==> config.mk <==
export PLATFORM = sky130hd
export DESIGN_NAME = uart_rx_byte_flat
export DESIGN_NICKNAME = d
export VERILOG_FILES = /design/src/rtl/uart_rx_byte_if.sv /design/src/rtl/uart_rx_byte.sv /design/src/flat_wrapper.sv
export SDC_FILE = /design/constraint.sdc
export NUM_CORES = 1
export LEC_CHECK = 0
export CORE_AREA = 8 8 50 83
export CTS_BUF_LIST = sky130_fd_sc_hd__clkbuf_4
export CTS_CLUSTER_SIZE = 30
export DETAILED_ROUTE_END_ITERATION = 7
export DIE_AREA = 0 0 58 91
export PLACE_DENSITY = 0.74
export SLEW_MARGIN = 20
export SYNTH_ARGS = -nofsm -noshare
export SYNTH_HDL_FRONTEND = slang
export SYNTH_SLANG_ARGS = --single-unit
==> constraint.sdc <==
create_clock -name clk -period 5.5 [get_ports clk]
set_input_delay 0.55 -clock clk [delete_from_list [all_inputs] [get_ports clk]]
set_output_delay 0.55 -clock clk [all_outputs]
set_load 0.02 [all_outputs]
==> src/rtl/uart_rx_byte_if.sv <==
// Serial line plus byte-strobe bundle between the UART receiver (slave)
// and the side that drives the line and consumes the received bytes (master).
interface uart_rx_byte_if;
  logic       rx;
  logic       rx_done;
  logic [7:0] current_rx;
  logic       rx_err;

  modport master (
    output rx,
    input  rx_done,
    input  current_rx,
    input  rx_err
  );

  modport slave (
    input  rx,
    output rx_done,
    output current_rx,
    output rx_err
  );
endinterface

==> src/rtl/uart_rx_byte.sv <==
// 16x-oversampled UART byte receiver with mid-bit sampling, 8N1 by default.
// Define UART_RX_PARITY_EN to build an 8E1 receiver with even-parity checking.
module uart_rx_byte #(
  parameter int TICK_DIV = 54
) (
  input  logic          clk,
  input  logic          rst,
  uart_rx_byte_if.slave bus
);

  localparam int               DIV_W    = (TICK_DIV > 1) ? $clog2(TICK_DIV) : 1;
  localparam logic [DIV_W-1:0] DIV_LAST = DIV_W'(TICK_DIV - 1);

`ifdef UART_RX_PARITY_EN
  typedef enum logic [2:0] {S_IDLE, S_START, S_DATA, S_PARITY, S_STOP} state_t;
`else
  typedef enum logic [2:0] {S_IDLE, S_START, S_DATA, S_STOP} state_t;
`endif

  state_t           r_state;
  state_t           w_next;

  logic             r_sync1;
  logic             r_rxs;
  logic             r_rxs_prev;

  logic [DIV_W-1:0] r_div;
  logic [3:0]       r_os;
  logic [2:0]       r_bit;
  logic [7:0]       r_shift;

  logic             r_done;
  logic             r_err;
  logic [7:0]       r_cur;

  logic             w_tick;
  logic             w_mid;
  logic             w_end;
  logic             w_cnt_clr;
  logic             w_shift_en;
  logic             w_done_set;
  logic             w_err_set;
  logic             w_par_bad;

  // Input synchronizer; idles high so reset never looks like a start edge
  always_ff @(posedge clk or posedge rst) begin
    if (rst) begin
      r_sync1    <= 1'b1;
      r_rxs      <= 1'b1;
      r_rxs_prev <= 1'b1;
    end else begin
      r_sync1    <= bus.rx;
      r_rxs      <= r_sync1;
      r_rxs_prev <= r_rxs;
    end
  end

  assign w_tick = (r_div == DIV_LAST);
  assign w_mid  = w_tick && (r_os == 4'd7);
  assign w_end  = w_tick && (r_os == 4'd15);

  // Tick divider and oversample counter, held at zero while idle
  always_ff @(posedge clk or posedge rst) begin
    if (rst) begin
      r_div <= '0;
      r_os  <= 4'd0;
    end else if (w_cnt_clr || (r_state == S_IDLE)) begin
      r_div <= '0;
      r_os  <= 4'd0;
    end else if (w_tick) begin
      r_div <= '0;
      r_os  <= r_os + 4'd1;
    end else begin
      r_div <= r_div + DIV_W'(1);
    end
  end

  always_ff @(posedge clk or posedge rst) begin
    if (rst) begin
      r_bit <= 3'd0;
    end else if (w_cnt_clr) begin
      r_bit <= 3'd0;
    end else if (w_shift_en) begin
      r_bit <= r_bit + 3'd1;
    end
  end

  always_ff @(posedge clk) begin
    if (w_shift_en) begin
      r_shift <= {r_rxs, r_shift[7:1]};
    end
  end

`ifdef UART_RX_PARITY_EN
  logic w_par_en;
  logic r_par_err;

  // Even parity: data bits plus parity bit must XOR to zero
  always_ff @(posedge clk or posedge rst) begin
    if (rst) begin
      r_par_err <= 1'b0;
    end else if (w_cnt_clr) begin
      r_par_err <= 1'b0;
    end else if (w_par_en) begin
      r_par_err <= ^{r_shift, r_rxs};
    end
  end

  assign w_par_bad = r_par_err;
`else
  assign w_par_bad = 1'b0;
`endif

  always_ff @(posedge clk or posedge rst) begin
    if (rst) begin
      r_state <= S_IDLE;
    end else begin
      r_state <= w_next;
    end
  end

  always_comb begin
    w_next     = r_state;
    w_cnt_clr  = 1'b0;
    w_shift_en = 1'b0;
    w_done_set = 1'b0;
    w_err_set  = 1'b0;
`ifdef UART_RX_PARITY_EN
    w_par_en   = 1'b0;
`endif
    case (r_state)
      S_IDLE: begin
        // Edge-triggered so a held-low break line cannot retrigger
        if (r_rxs_prev && !r_rxs) begin
          w_next    = S_START;
          w_cnt_clr = 1'b1;
        end
      end
      S_START: begin
        if (w_mid) begin
          w_cnt_clr = 1'b1;
          w_next    = r_rxs ? S_IDLE : S_DATA;
        end
      end
      S_DATA: begin
        if (w_end) begin
          w_shift_en = 1'b1;
          if (r_bit == 3'd7) begin
`ifdef UART_RX_PARITY_EN
            w_next = S_PARITY;
`else
            w_next = S_STOP;
`endif
          end
        end
      end
`ifdef UART_RX_PARITY_EN
      S_PARITY: begin
        if (w_end) begin
          w_par_en = 1'b1;
          w_next   = S_STOP;
        end
      end
`endif
      S_STOP: begin
        // Leaving at mid-stop lets the next start edge land on full line rate
        if (w_end) begin
          w_next = S_IDLE;
          if (r_rxs && !w_par_bad) begin
            w_done_set = 1'b1;
          end else begin
            w_err_set = 1'b1;
          end
        end
      end
      default: begin
        w_next = S_IDLE;
      end
    endcase
  end

  always_ff @(posedge clk or posedge rst) begin
    if (rst) begin
      r_done <= 1'b0;
      r_err  <= 1'b0;
      r_cur  <= 8'h00;
    end else begin
      r_done <= w_done_set;
      r_err  <= w_err_set;
      if (w_done_set) begin
        r_cur <= r_shift;
      end
    end
  end

  assign bus.rx_done    = r_done;
  assign bus.rx_err     = r_err;
  assign bus.current_rx = r_cur;

endmodule

==> src/flat_wrapper.sv <==
// flat-port wrapper written by rule: the top's interface ports become plain ports
module uart_rx_byte_flat 
#(
  parameter int TICK_DIV = 54
)
  (clk, rst, bus_rx, bus_rx_done, bus_current_rx, bus_rx_err);
  uart_rx_byte_if bus_i ();
  input  logic clk;
  input  logic rst;
  input wire logic [$bits(bus_i.rx)-1:0] bus_rx;
  output wire logic [$bits(bus_i.rx_done)-1:0] bus_rx_done;
  output wire logic [$bits(bus_i.current_rx)-1:0] bus_current_rx;
  output wire logic [$bits(bus_i.rx_err)-1:0] bus_rx_err;
  assign bus_i.rx = bus_rx;
  assign bus_rx_done = bus_i.rx_done;
  assign bus_current_rx = bus_i.current_rx;
  assign bus_rx_err = bus_i.rx_err;
  uart_rx_byte #(.TICK_DIV(TICK_DIV)) u_core (.clk(clk), .rst(rst), .bus(bus_i));
endmodule
==> impl_metrics.yaml <==
setup_path:
  critPathLaunch: "u_core.r_div[1]"
  arrival_ns: 2.48
  r2r_start: "u_core.r_div[1]"
  path_max_fanout: 16
  crit_chain: "inv_1, ha_1, nand3_1, nor4_4, mux2_2"
  critical-path-top-delay-family: "simple AND/OR/NAND/NOR gates"
  critPathSlowestCell: "nor4_4"
  timing.critical_path.buf_inv: 1
  cpPeakStageDelay_ns: 0.70
  startpoint_type: "register"
  crit_path_end_kind: "register"
  required_ns: 5.73
  critPathKind: "reg -> reg"
cts:
  cts-resized-gates: 0
  cts-root-buf: "clkbuf_4"
  hold_buffers: 0
  tritoncts: "built"
  post_cts_buffers: 0
  htree_levels: 2
  cts_sinks: 36
  path_clk_slew_ns: 0.10
  clk_latency_ns: 0.34
  clock_path_buffers: 2
  numCtsBuffers: 5
sta:
  finalSetupViolations: 0
  fmax_ghz: 0.445
  timing.final.crit_share_pct: 40.9
  maxSlewViolCount: 0
  max_slew_margin_pct: 52.8
  tightest_slew_ns: 0.705
  finalSetupTns_ns: 0
  fin_crit_ns: 2.25
  rsz0062_at_grt: "no"
  setup_ws_ns: 3.25
  clock_skew_ns: 0.00618
  hold_viol: 0
  timing.hold.ws_ns: 0.364
drt:
  vias: 1078
  drtPass1Iterations: 4
  viasPerCell: 6.34
  ant_nets: 0
  routedWlPerCell_microns: 17.3
  routed_wl_mm: 2.94
  drc: 0
  drtIter0Drc: 37
logic_synthesis:
  synth_area_sq_mm: 0.00160
  synth_edf_count: 8
  yosys_warnings: 0
  ys_seq_area_share_pct: 58.9
  synth_nets: 135
  synth_seq_cells: 36
  synthCells: 127
  ys.flop_type: "dfrtp_1"
  synth-async-reset-ratio_pct: 77.8
  yosysUniqueCellTypes: 42
  avgSynthCellArea_sq_um: 12.6
status:
  status: "completed"
floorplanning:
  die_w_microns: 58
  start_util_pct: 52.8
  die_y_microns: 91
  die-area_sq_mm: 0.00528
  rows: 27
  fp.coreArea_sq_mm: 0.00304
  ios: 13
final_layout:
  fin_cells: 170
  drive_above_1_share_pct: 17.7
  diodes: 0
  fin_nets: 148
  final_common_cell: "dfrtp_1"
  final_cell_mix: "dfrtp_1 (25), clkdlybuf4s50_1 (12), nor2_1 (9), mux2_2 (8), edfxtp_1 (8)"
  fin_util_pct: 59.5
  syn_to_final_growth_pct: 12.9
  ff_latch_area_sq_um: 945
  fillers: 246
  multi_input_area_sq_um: 616
global_route:
  grtUsageTotal_pct: 12.2
  antenna_found_initial: 0
  grt_overflow_total: 0
  grt_pass1_wl_mm: 4.89
  first_global_vias: 1039
  grt_max_degree: 29
power_and_ir_drop:
  peakVddDrop_mv: 0.247
  p_clk_share_pct: 28.4
  power_leakage_nw: 0.809
  power.internal_mw: 0.442
  power.switching_mw: 0.176
  p_comb_share_pct: 16.2
  seqPwrFrac_pct: 55.4
  p_per_area_mw_per_mm2: 341
  netSwitchingFraction_pct: 28.5
placement:
  dp_slack_ns: 3.26
  dp.cells: 162
  gp_congestion: 0.900
  port-buffer-count: 12
  dp_hpwl_mm: 2.21
worst_hold_path:
  worstHoldPathType: "reg -> reg"
  min_from: "u_core.r_sync1"
run:
  drv_cap: 0
-- power groups by stage --
stage	Sequential (mW)	Combinational (mW)	Clock, mW
finish	0.342	0.0999	0.176
global route	0.346	0.117	0.190
CTS	0.342	0.102	0.182
detailed placement	0.348	0.0993	0
global placement	0.346	0.0953	0
floorplan	0.332	0.0918	0
-- area by class of cell --
cell class	instances	area share, %
inverters	5	1.04
multi-input cells	80	34.0
flip-flops and latches	36	52.2
clock inverters	3	2.07
repair buffers	12	6.63
well taps	29	2.00
clock buffers	5	2.07
-- synthesized netlist by cell type (2+ instances only) --
cell	count	share of area, %
a21oi_1	3	0.94
xor2_1	2	1.1
and3_1	2	0.78
nand4_1	2	0.78
or3_1	2	0.78
edfxtp_1	8	15
ha_1	5	3.9
clkbuf_1	4	0.94
inv_1	5	1.2
a31oi_1	2	0.78
nand3b_1	2	0.94
a22oi_1	4	1.9
xnor2_1	2	1.1
dfrtp_1	25	39
nor3_1	2	0.62
nor2_1	9	2.1
nand3_1	3	0.94
a311oi_1	2	1.1
dfstp_2	3	4.9
nand2_1	5	1.2
mux2_2	8	5.6
o21ai_0	2	0.62
o31ai_1	6	2.8
-- worst paths after layout --
check	to	slack [ns]	depth (start not counted)
worst min-delay path	u_core.r_rxs	0.36	0
worst max register to register	u_core.bus.current_rx[0]	3.25	5
max in group asynchronous	u_core.r_bit[2]	4.54	2
worst min register to register	u_core.r_rxs	0.36	0
worst max-delay path	u_core.bus.current_rx[0]	3.25	5
min in group asynchronous	u_core.r_div[2]	0.58	2
-- kinds of logic (layout without fill, tap and decap cells) --
family / count (synthesis) / in the layout / synth area share, %
DFF: 36 / 36 / 58.9
xor gates and xnor gates: 4 / 4 / 2.18
AOI/OAI and AO/OA: 24 / 24 / 10.8
buffers and inverters: 11 / 25 / 2.73
and+or+nand+nor: 39 / 39 / 15.8
muxes: 8 / 8 / 5.62
adders and majority gates: 5 / 5 / 3.90
-- metal layers --
| metal | track usage [%] | share of wire [%] | wire [microns] |
|---|---|---|---|
| met1 | 11.4 | 36 | 1040 |
| met2 | 21.8 | 56 | 1660 |
| met3 | 3.81 | 5.4 | 158 |
| met4 | 7.41 | 2.6 | 77 |
| met5 | 0 | 0 | 0 |
-- worst reg2reg max path: cells and delay by family (launching register included) --
family	cells	cell delay, ns
simple gates	2	1.12
flops	1	0.41
mux	1	0.40
fa+ha+maj	1	0.14
buf+inv	1	0.06
-- state kept, by name, indices dropped and copies added (netlist names), 2 cells and up --
signal / cells
u_core.bus.current_rx: 8
u_core.r_shift: 8
u_core.r_div: 6
u_core.r_os: 4
u_core.r_bit: 3
u_core.r_state: 2
-- per-stage QoR --
| step | power [mW] | area, sq um |
|---|---|---|
| 5_1_grt | 0.653 | 1810 |
| 3_5_place_dp | 0.447 | 1740 |
| 3_3_place_gp | 0.441 | 1740 |
| 2_1_floorplan | 0.424 | 1600 |
| 4_1_cts | 0.627 | 1810 |
| 6_report | 0.617 | 1810 |
Note: power is estimated with default switching activity, not from simulation.
